$ cat src/rtl/fetch_queue_if.sv
// Fetch-queue bus bundle: ROM address/data, redirect request and the decode-side valid/ready handshake.
interface fetch_queue_if #(
    parameter int unsigned D  = 10,
    parameter int unsigned IW = 9
);
    logic          start;
    logic [D-1:0]  rom_addr;
    logic [IW-1:0] rom_data;
    logic          jump_en;
    logic [D-1:0]  jump_target;
    logic [IW-1:0] instr_out;
    logic [D-1:0]  instr_pc;
    logic          instr_valid;
    logic          instr_ready;
    logic          fetch_done;

    modport master (
        input  start, rom_data, jump_en, jump_target, instr_ready,
        output rom_addr, instr_out, instr_pc, instr_valid, fetch_done
    );

    modport slave (
        output start, rom_data, jump_en, jump_target, instr_ready,
        input  rom_addr, instr_out, instr_pc, instr_valid, fetch_done
    );
endinterface

$ cat src/rtl/fetch_queue.sv
// Instruction fetch front end: owns the fetch PC, prefetches into a small FIFO, flushes on redirect.
// Optional perf counters (perf_fetched/perf_flushed/perf_stall) are built when FETCH_PERF_EN is defined.
module fetch_queue #(
    parameter int unsigned D        = 10,
    parameter int unsigned IW       = 9,
    parameter int unsigned DEPTH    = 4,
    parameter int unsigned END_ADDR = 400
) (
    input  logic              clk,
    input  logic              reset,
    fetch_queue_if.master     bus
`ifdef FETCH_PERF_EN
    ,
    output logic [15:0]       perf_fetched,
    output logic [15:0]       perf_flushed,
    output logic [15:0]       perf_stall
`endif
);
    localparam int unsigned AW = $clog2(DEPTH);
    localparam int unsigned CW = AW + 1;

    typedef enum logic [1:0] {IDLE, FETCH, HALT} state_t;

    state_t        state_q, state_d;
    logic [D-1:0]  fetch_pc_q, fetch_pc_d;
    logic [AW-1:0] rd_ptr_q, rd_ptr_d;
    logic [AW-1:0] wr_ptr_q, wr_ptr_d;
    logic [CW-1:0] count_q, count_d;
    logic [IW-1:0] data_q [DEPTH];
    logic [D-1:0]  addr_q [DEPTH];

    logic valid, full, at_end, jump, push, pop;

    assign valid  = (count_q != '0);
    assign full   = (count_q == CW'(DEPTH));
    assign at_end = (fetch_pc_q == D'(END_ADDR));
    assign jump   = bus.jump_en && (state_q != IDLE);
    // A redirect discards whatever push/pop would have happened on the same edge.
    assign push   = !jump && (state_q == FETCH) && !full && !at_end;
    assign pop    = !jump && valid && bus.instr_ready;

    always_comb begin
        state_d    = state_q;
        fetch_pc_d = fetch_pc_q;
        rd_ptr_d   = rd_ptr_q;
        wr_ptr_d   = wr_ptr_q;
        count_d    = count_q + CW'(push) - CW'(pop);
        case (state_q)
            IDLE:    if (bus.start) state_d = FETCH;
            FETCH:   if (at_end) state_d = HALT;
            default: state_d = state_q;
        endcase
        if (push) begin
            wr_ptr_d   = wr_ptr_q + AW'(1);
            fetch_pc_d = fetch_pc_q + D'(1);
        end
        if (pop) rd_ptr_d = rd_ptr_q + AW'(1);
        if (jump) begin
            state_d    = (bus.jump_target == D'(END_ADDR)) ? HALT : FETCH;
            fetch_pc_d = bus.jump_target;
            rd_ptr_d   = '0;
            wr_ptr_d   = '0;
            count_d    = '0;
        end
    end

    always_ff @(posedge clk or negedge reset) begin
        if (!reset) begin
            state_q    <= IDLE;
            fetch_pc_q <= '0;
            rd_ptr_q   <= '0;
            wr_ptr_q   <= '0;
            count_q    <= '0;
        end else begin
            state_q    <= state_d;
            fetch_pc_q <= fetch_pc_d;
            rd_ptr_q   <= rd_ptr_d;
            wr_ptr_q   <= wr_ptr_d;
            count_q    <= count_d;
        end
    end

    // Storage needs no reset: entries are only visible while count_q covers them.
    always_ff @(posedge clk) begin
        if (push) begin
            data_q[wr_ptr_q] <= bus.rom_data;
            addr_q[wr_ptr_q] <= fetch_pc_q;
        end
    end

    assign bus.rom_addr    = fetch_pc_q;
    assign bus.instr_valid = valid;
    assign bus.instr_out   = valid ? data_q[rd_ptr_q] : '0;
    assign bus.instr_pc    = valid ? addr_q[rd_ptr_q] : '0;
    assign bus.fetch_done  = (state_q == HALT) && !valid;

`ifdef FETCH_PERF_EN
    logic [15:0] perf_fetched_q, perf_fetched_d;
    logic [15:0] perf_flushed_q, perf_flushed_d;
    logic [15:0] perf_stall_q, perf_stall_d;

    function automatic logic [15:0] sat_add(input logic [15:0] a, input logic [15:0] b);
        logic [16:0] s;
        s = {1'b0, a} + {1'b0, b};
        return s[16] ? 16'hFFFF : s[15:0];
    endfunction

    always_comb begin
        perf_fetched_d = perf_fetched_q;
        perf_flushed_d = perf_flushed_q;
        perf_stall_d   = perf_stall_q;
        if (push) perf_fetched_d = sat_add(perf_fetched_q, 16'd1);
        if (jump) perf_flushed_d = sat_add(perf_flushed_q, 16'(count_q));
        if ((state_q == FETCH) && full) perf_stall_d = sat_add(perf_stall_q, 16'd1);
    end

    always_ff @(posedge clk or negedge reset) begin
        if (!reset) begin
            perf_fetched_q <= '0;
            perf_flushed_q <= '0;
            perf_stall_q   <= '0;
        end else begin
            perf_fetched_q <= perf_fetched_d;
            perf_flushed_q <= perf_flushed_d;
            perf_stall_q   <= perf_stall_d;
        end
    end

    assign perf_fetched = perf_fetched_q;
    assign perf_flushed = perf_flushed_q;
    assign perf_stall   = perf_stall_q;
`endif
endmodule

$ cat src/flat_wrapper.sv
// flat-port wrapper written by rule: the top's interface ports become plain ports
module fetch_queue_flat 
#(
    parameter int unsigned D        = 10,
    parameter int unsigned IW       = 9,
    parameter int unsigned DEPTH    = 4,
    parameter int unsigned END_ADDR = 400
)
  (clk, reset, bus_start, bus_rom_data, bus_jump_en, bus_jump_target, bus_instr_ready, bus_rom_addr, bus_instr_out, bus_instr_pc, bus_instr_valid, bus_fetch_done);
  fetch_queue_if #(.D(D), .IW(IW)) bus_i ();
  input  logic clk;
  input  logic reset;
  input wire logic [$bits(bus_i.start)-1:0] bus_start;
  input wire logic [$bits(bus_i.rom_data)-1:0] bus_rom_data;
  input wire logic [$bits(bus_i.jump_en)-1:0] bus_jump_en;
  input wire logic [$bits(bus_i.jump_target)-1:0] bus_jump_target;
  input wire logic [$bits(bus_i.instr_ready)-1:0] bus_instr_ready;
  output wire logic [$bits(bus_i.rom_addr)-1:0] bus_rom_addr;
  output wire logic [$bits(bus_i.instr_out)-1:0] bus_instr_out;
  output wire logic [$bits(bus_i.instr_pc)-1:0] bus_instr_pc;
  output wire logic [$bits(bus_i.instr_valid)-1:0] bus_instr_valid;
  output wire logic [$bits(bus_i.fetch_done)-1:0] bus_fetch_done;
  assign bus_i.start = bus_start;
  assign bus_i.rom_data = bus_rom_data;
  assign bus_i.jump_en = bus_jump_en;
  assign bus_i.jump_target = bus_jump_target;
  assign bus_i.instr_ready = bus_instr_ready;
  assign bus_rom_addr = bus_i.rom_addr;
  assign bus_instr_out = bus_i.instr_out;
  assign bus_instr_pc = bus_i.instr_pc;
  assign bus_instr_valid = bus_i.instr_valid;
  assign bus_fetch_done = bus_i.fetch_done;
  fetch_queue #(.D(D), .IW(IW), .DEPTH(DEPTH), .END_ADDR(END_ADDR)) u_core (.clk(clk), .reset(reset), .bus(bus_i));
endmodule
$ cat config.mk
export PLATFORM = sky130hd
export DESIGN_NAME = fetch_queue_flat
export DESIGN_NICKNAME = d
export VERILOG_FILES = /design/src/rtl/fetch_queue_if.sv /design/src/rtl/fetch_queue.sv /design/src/flat_wrapper.sv
export SDC_FILE = /design/constraint.sdc
export NUM_CORES = 1
export LEC_CHECK = 0
export CAP_MARGIN = 10
export CORE_UTILIZATION = 55
export DETAILED_ROUTE_END_ITERATION = 10
export PLACE_DENSITY = 0.86
export SKIP_LAST_GASP = 1
export SYNTH_ARGS = -nofsm -noshare
export SYNTH_HDL_FRONTEND = slang
export SYNTH_SLANG_ARGS = --single-unit
$ cat constraint.sdc
create_clock -name clk -period 3.5 [get_ports clk]
set_input_delay 0.7 -clock clk [delete_from_list [all_inputs] [get_ports clk]]
set_output_delay 0.7 -clock clk [all_outputs]
set_load 0.005 [all_outputs]
==> reports/results.tsv, run 1 <==
stage	metric	value	unit
sta	relSlewSlack	41.1	%
logic_synthesis	ys_ff_latch	95	
global_routing	grt_use_met2	39.0	%
sta	fin_tns_setup	0	ns
placement	dp_cells	414	
power_and_ir_drop	design_power_total	3.65	mW
cts	tritoncts	done	
global_routing	grt_pass1_wl	12700	um
job	cap_violations	0	
layout	fillCellCount	484	
critical_path	crit_path_end_kind	output port	
floorplanning	die-area	7830	um2
sta	hold_viol	0	
cts	hold_buffers	0	
logic_synthesis	syn_area	4120	um2
placement	place_area	4810	um2
floorplanning	row_count	31	
logic_synthesis	ys_seq_area_share	67.0	%
placement	hpwl	5300	um
logic_synthesis	synth.avg_cell_area	15.8	um2
global_routing	use_met3	3.92	%
sta	finalCritPeriodShare	84.5	%
critical_path	arrival	2.26	ns
cts	clk_pin_slew	0.09	ns
layout	final_nets	359	
layout	drive_above_1_share	14.2	%
run_status	status	completed	
floorplanning	core_area	7250	um2
sta	finClkSkew	0.0136	ns
layout	num_antenna_cells	0	
critical_path	worst-path-max-fanout	21	
power_and_ir_drop	leakage	1.76	nW
sta	worst_pin_slew	0.881	ns
cts	postCtsResizedCells	0	
critical_path	path_cells	buf_4, mux4_2, and2_1, clkdlybuf4s50_1	
floorplanning	num_io_pins	55	
route	vias	2535	
logic_synthesis	synthesis.nets	294	
route	vias_per_cell	5.91	
logic_synthesis	ys_types	43	
placement	gp_congestion	0.896	
power_and_ir_drop	peakVddDrop	344	uV
critical_path	critPathKind	reg -> out	
global_routing	grt_overflow	0	
layout	final_area	5010	um2
cts	cts_buffers	9	
global_routing	grt.busiest_layer	met2	
cts	post_cts_buffers	0	
layout	area_delta_synth_final	21.7	%
critical_path	critPathMaxStageDelay	0.55	ns
cts	ctsHtreeMaxLevel	3	
cts	insertion_delay	0.35	ns
sta	period_needed	2.96	ns
global_routing	grt_max_degree	22	
layout	fin_util	69.1	%
route	ant_nets	0	
global_routing	antenna_found_initial	0	
global_routing	grt_pass1_vias	2442	
min_path	min_path_type	reg -> reg	
global_routing	grtUsageMet1	29.1	%
critical_path	required	2.80	ns
floorplanning	start_util	56.8	%
layout	multi_input_area	1260	um2
layout	final_cells	429	
logic_synthesis	yosys_warnings	0	
global_routing	gr-usage-all-layers	22.7	%
route	wirelength	7960	um
cts	cts_max_path_buffers	2	
sta	rsz0062_at_grt	no	
route	drc	0	
sta	slew_viol_final	0	
power_and_ir_drop	power_density	728	nW/um2
route	wire_per_inst	18.6	um
floorplanning	die_x	88.5	um
sta	setup-violations-final	0	
logic_synthesis	synth_cells	261	
floorplanning	die_h	88.5	um
cts	root_buffer	clkbuf_8	
cts	cts.sinks	95	
sta	clock.fmax	338	MHz
route	drtIter0Drc	217	
critical_path	cp-start-kind	flip-flop	
placement	port_buffers	54	
route	drt-pass1-iter-count	4	
layout	seqCellArea	2760	um2
critical_path	cp_slowest_cell	mux4_2	
==> synth_stat cells <==
library cell	n	area, um2
o21ai_1	2	10.0
xnor2_1	1	8.76
and3b_1	1	8.76
inv_1	14	52.6
buf_2	3	15.0
o221a_2	1	11.3
xor2_1	3	26.3
nand2b_1	2	12.5
o21a_1	3	22.5
o41ai_1	1	8.76
and2_1	23	144
or4_1	2	15.0
o31ai_1	2	15.0
a31oi_1	2	12.5
a221o_1	1	10.0
or3_1	2	12.5
nor4b_2	1	15.0
nand4_1	2	12.5
fa_1	1	20.0
nand3b_1	1	7.51
ha_1	8	100
dfrtp_1	19	475
nor3_1	2	10.0
a32oi_1	1	8.76
o21ai_0	1	5.00
edfxtp_1	76	2280
a311o_1	1	10.0
nor2_1	15	56.3
nand3_1	9	45.0
a32o_1	1	10.0
nand2_1	8	30.0
nor4_1	2	12.5
a211oi_2	1	12.5
mux4_2	19	428
a211o_1	1	8.76
clkbuf_1	7	26.3
and3_1	7	43.8
o211ai_1	8	60.1
a41oi_1	2	17.5
a311oi_1	1	8.76
and4_1	1	8.76
nor2b_1	1	6.26
a21oi_1	2	10.0
==> area by class of cell <==
cell class / count / share of cell area, %
clock buffer: 9 / 2.47
clock inverter: 6 / 1.40
inverter: 14 / 1.05
multi-input combinational: 142 / 25.3
sequential: 95 / 55.1
tap: 99 / 2.47
timing repair buffer: 64 / 12.3
==> state kept, by name, indices dropped and copies added (netlist names) <==
register,flops
u_core.addr_q,40
u_core.bus.rom_addr,10
u_core.count_q,3
u_core.data_q,36
u_core.rd_ptr_q,2
u_core.state_q,2
u_core.wr_ptr_q,2
==> worst paths after layout <==
path,slack [ns],depth (start not counted),startpoint,end
min,0.64,1,u_core.state_q[1],u_core.state_q[1]
max reg2reg,0.91,13,u_core.bus.rom_addr[0],u_core.count_q[2]
max,0.54,4,u_core.rd_ptr_q[0],bus_instr_out[1]
min reg2reg,0.64,1,u_core.state_q[1],u_core.state_q[1]
max in group asynchronous,2.11,1,reset,u_core.bus.rom_addr[5]
min in group asynchronous,0.83,1,reset,u_core.wr_ptr_q[0]
==> power by group <==
part	leakage (nW)	total [mW]	switching, mW	internal [mW]
logic	0.746	1.31	0.552	0.761
clock network	0.0879	0.705	0.375	0.330
registers	0.924	1.63	0.178	1.45
total	1.76	3.65	1.10	2.54
==> logic make-up after synthesis <==
group | Yosys count | synth area share, %
XOR/XNOR | 4 | 0.851
buffers and inverters | 24 | 2.28
AO/OA/AOI/OAI | 31 | 5.87
multiplexers | 19 | 10.4
AND/OR/NAND/NOR | 79 | 10.7
adder cells (fa/ha/maj) | 9 | 2.92
flip-flops | 95 | 67.0
==> worst max-delay path: cells and delay by family (launching register included) <==
kind | cells | cell delay [ns]
mux | 1 | 0.55
simple gates | 1 | 0.18
buf+inv | 2 | 0.85
flops | 1 | 0.33
==> per-layer routing <==
layer | part of all wire, % | vias up
li1 | - | 1142
met1 | 41 | 1263
met2 | 52 | 112
met3 | 5.3 | 18
met4 | 2.0 | 0
met5 | 0 | -
==> cell usage in the layout (no fill, tap or decap), drive strengths merged, types with 7 or more instances in the layout <==
| cell type | n |
|---|---|
| clkdlybuf4s50 | 54 |
| clkbuf | 9 |
| edfxtp | 76 |
| dfrtp | 19 |
| ha | 8 |
| and2 | 23 |
| and3 | 7 |
| inv | 15 |
| buf | 10 |
| mux4 | 19 |
| nor2 | 15 |
| o211ai | 8 |
| nand3 | 9 |
| nand2 | 8 |
==> through the flow <==
| step | hold WS [ns] | setup slack [ns] |
|---|---|---|
| finish | 0.636 | 0.544 |
| global route | 0.662 | 0.417 |
| CTS | 0.631 | 0.488 |
| detailed placement | 0.611 | 0.549 |
| global placement | 0.575 | 0.666 |
| floorplan | 0.404 | 0.837 |
Note: power is estimated with default switching activity, not from simulation.
==> inputs of run 2 (changes only) <==
- clock period: 3.5 -> 2.9 ns (I/O delays scaled with it)
==> run 2 against run 1 <==
  * Non-clock buffer count up 6
  * Highest routed layer unchanged
  * Critical path type unchanged
  * Critical path depth unchanged
  * Total power up 19%
  * Critical endpoint is now bus_instr_pc[0]
  * Largest cell class unchanged
==> reports/results.tsv, run 2 (synthesized netlist as in run 1, its figures left out) <==
stage	metric	value	unit
sta	finalCritPeriodShare	96.0	%
sta	relSlewSlack	40.8	%
layout	mostFrequentLayoutCell	edfxtp_1	
route	wire_per_inst	17.5	um
sta	setup-violations-final	0	
global_routing	grt_pass1_wl	12400	um
critical_path	critPathKind	reg -> out	
placement	hpwl	5160	um
critical_path	cp-start-kind	flip-flop	
floorplanning	die-area	7830	um2
sta	hold_viol	0	
critical_path	crit_path_end_kind	output port	
critical_path	worst-path-max-fanout	19	
critical_path	arrival	2.20	ns
sta	period_needed	2.78	ns
global_routing	grt.busiest_layer	met2	
power_and_ir_drop	power_density	857	nW/um2
placement	place_area	4880	um2
global_routing	antenna_found_initial	0	
floorplanning	num_io_pins	55	
route	ant_nets	0	
cts	cts.sinks	95	
sta	fin_tns_setup	0	ns
sta	hold_ws	0.608	ns
route	drc	0	
cts	clk_pin_slew	0.08	ns
cts	root_buffer	clkbuf_8	
power_and_ir_drop	switchingPower	1.30	mW
placement	port_buffers	54	
placement	gp_congestion	0.871	
cts	post_cts_buffers	0	
power_and_ir_drop	pwr-share-seq	45.6	%
run_status	status	completed	
sta	clock.fmax	359	MHz
power_and_ir_drop	switching_share	30.1	%
global_routing	grt_overflow	0	
cts	insertion_delay	0.35	ns
sta	rsz0062_at_grt	no	
global_routing	grt_use_met2	37.5	%
floorplanning	core_area	7250	um2
floorplanning	die_h	88.5	um
floorplanning	start_util	56.8	%
placement	pre_cts_slack	0.268	ns
global_routing	grt_max_degree	23	
min_path	min_path_type	reg -> reg	
power_and_ir_drop	leakage	1.78	nW
layout	num_antenna_cells	0	
global_routing	grtUsageMet1	28.9	%
power_and_ir_drop	clkPwrFrac	17.0	%
route	wirelength	7630	um
global_routing	use_met3	4.20	%
cts	cts_max_path_buffers	2	
power_and_ir_drop	peakVddDrop	455	uV
layout	regMostFlops	u_core.addr_q	
cts	tritoncts	done	
critical_path	required	2.32	ns
layout	area_delta_synth_final	22.6	%
floorplanning	die_x	88.5	um
cts	postCtsResizedCells	0	
floorplanning	row_count	31	
layout	final_nets	365	
job	cap_violations	0	
cts	ctsHtreeMaxLevel	3	
layout	largest_reg_flops	40	
power_and_ir_drop	design_power_total	4.32	mW
sta	finClkSkew	0.0109	ns
layout	final_area	5040	um2
global_routing	gr-usage-all-layers	22.2	%
layout	layout_common_cells	edfxtp_1, clkdlybuf4s50_1, and2_1	
cts	cts_buffers	9	
cts	hold_buffers	0	
power_and_ir_drop	intPower	3.02	mW
sta	worst_pin_slew	0.885	ns
power_and_ir_drop	p_comb_share	37.4	%
route	vias_per_cell	5.77	
route	vias	2516	
sta	setup_ws	0.116	ns
sta	slew_viol_final	0	
route	drtIter0Drc	102	
layout	drive_above_1_share	14.8	%
route	drt-pass1-iter-count	4	
global_routing	grt_pass1_vias	2489	
## run 2: per-stage QoR
stage	cells	util, %
floorplan	261	-
global placement	420	67.3
detailed placement	420	67.3
CTS	436	69.6
global route	436	69.6
finish	436	69.6
## run 2: final cells by class
| cell class | instances | area (um2) |
|---|---|---|
| clock buffers | 12 | 135 |
| clock inverters | 4 | 25.0 |
| fillers | 485 | 2210 |
| inverters | 14 | 52.6 |
| multi-input cells | 142 | 1260 |
| flip-flops and latches | 95 | 2760 |
| well taps | 99 | 124 |
| repair buffers | 70 | 686 |
## run 2: power by group through the flow
stage               clock network [mW]  registers (mW)  logic [mW]
floorplan                            0            1.93       0.889
global placement                     0            1.98        1.59
detailed placement                   0            2.00        1.64
CTS                              0.739            1.97        1.64
global route                     0.802            2.00        1.78
finish                           0.733            1.97        1.62
## run 2: worst paths after layout
check	start	end	slack, ns	cells past startpoint
max in group asynchronous	reset	u_core.bus.rom_addr[6]	1.63	1
worst min-delay path	u_core.state_q[1]	u_core.state_q[1]	0.61	1
worst max register to register	u_core.count_q[1]	u_core.count_q[2]	0.51	11
min in group asynchronous	reset	u_core.wr_ptr_q[0]	0.72	1
worst min register to register	u_core.state_q[1]	u_core.state_q[1]	0.61	1
worst max-delay path	u_core.rd_ptr_q[0]	bus_instr_pc[0]	0.12	4
## run 2: critical path, stage by stage, from the launching register on
cell and delay, ns:
dfrtp_1 0.46, buf_12 0.23, mux4_2 0.54, and2_1 0.17
clkdlybuf4s50_1 0.46
## run 2: layer usage
layer	wire [um]	share of wire, %
met5	0	0
met4	139	1.8
met3	374	4.9
met2	3910	51
met1	3210	42
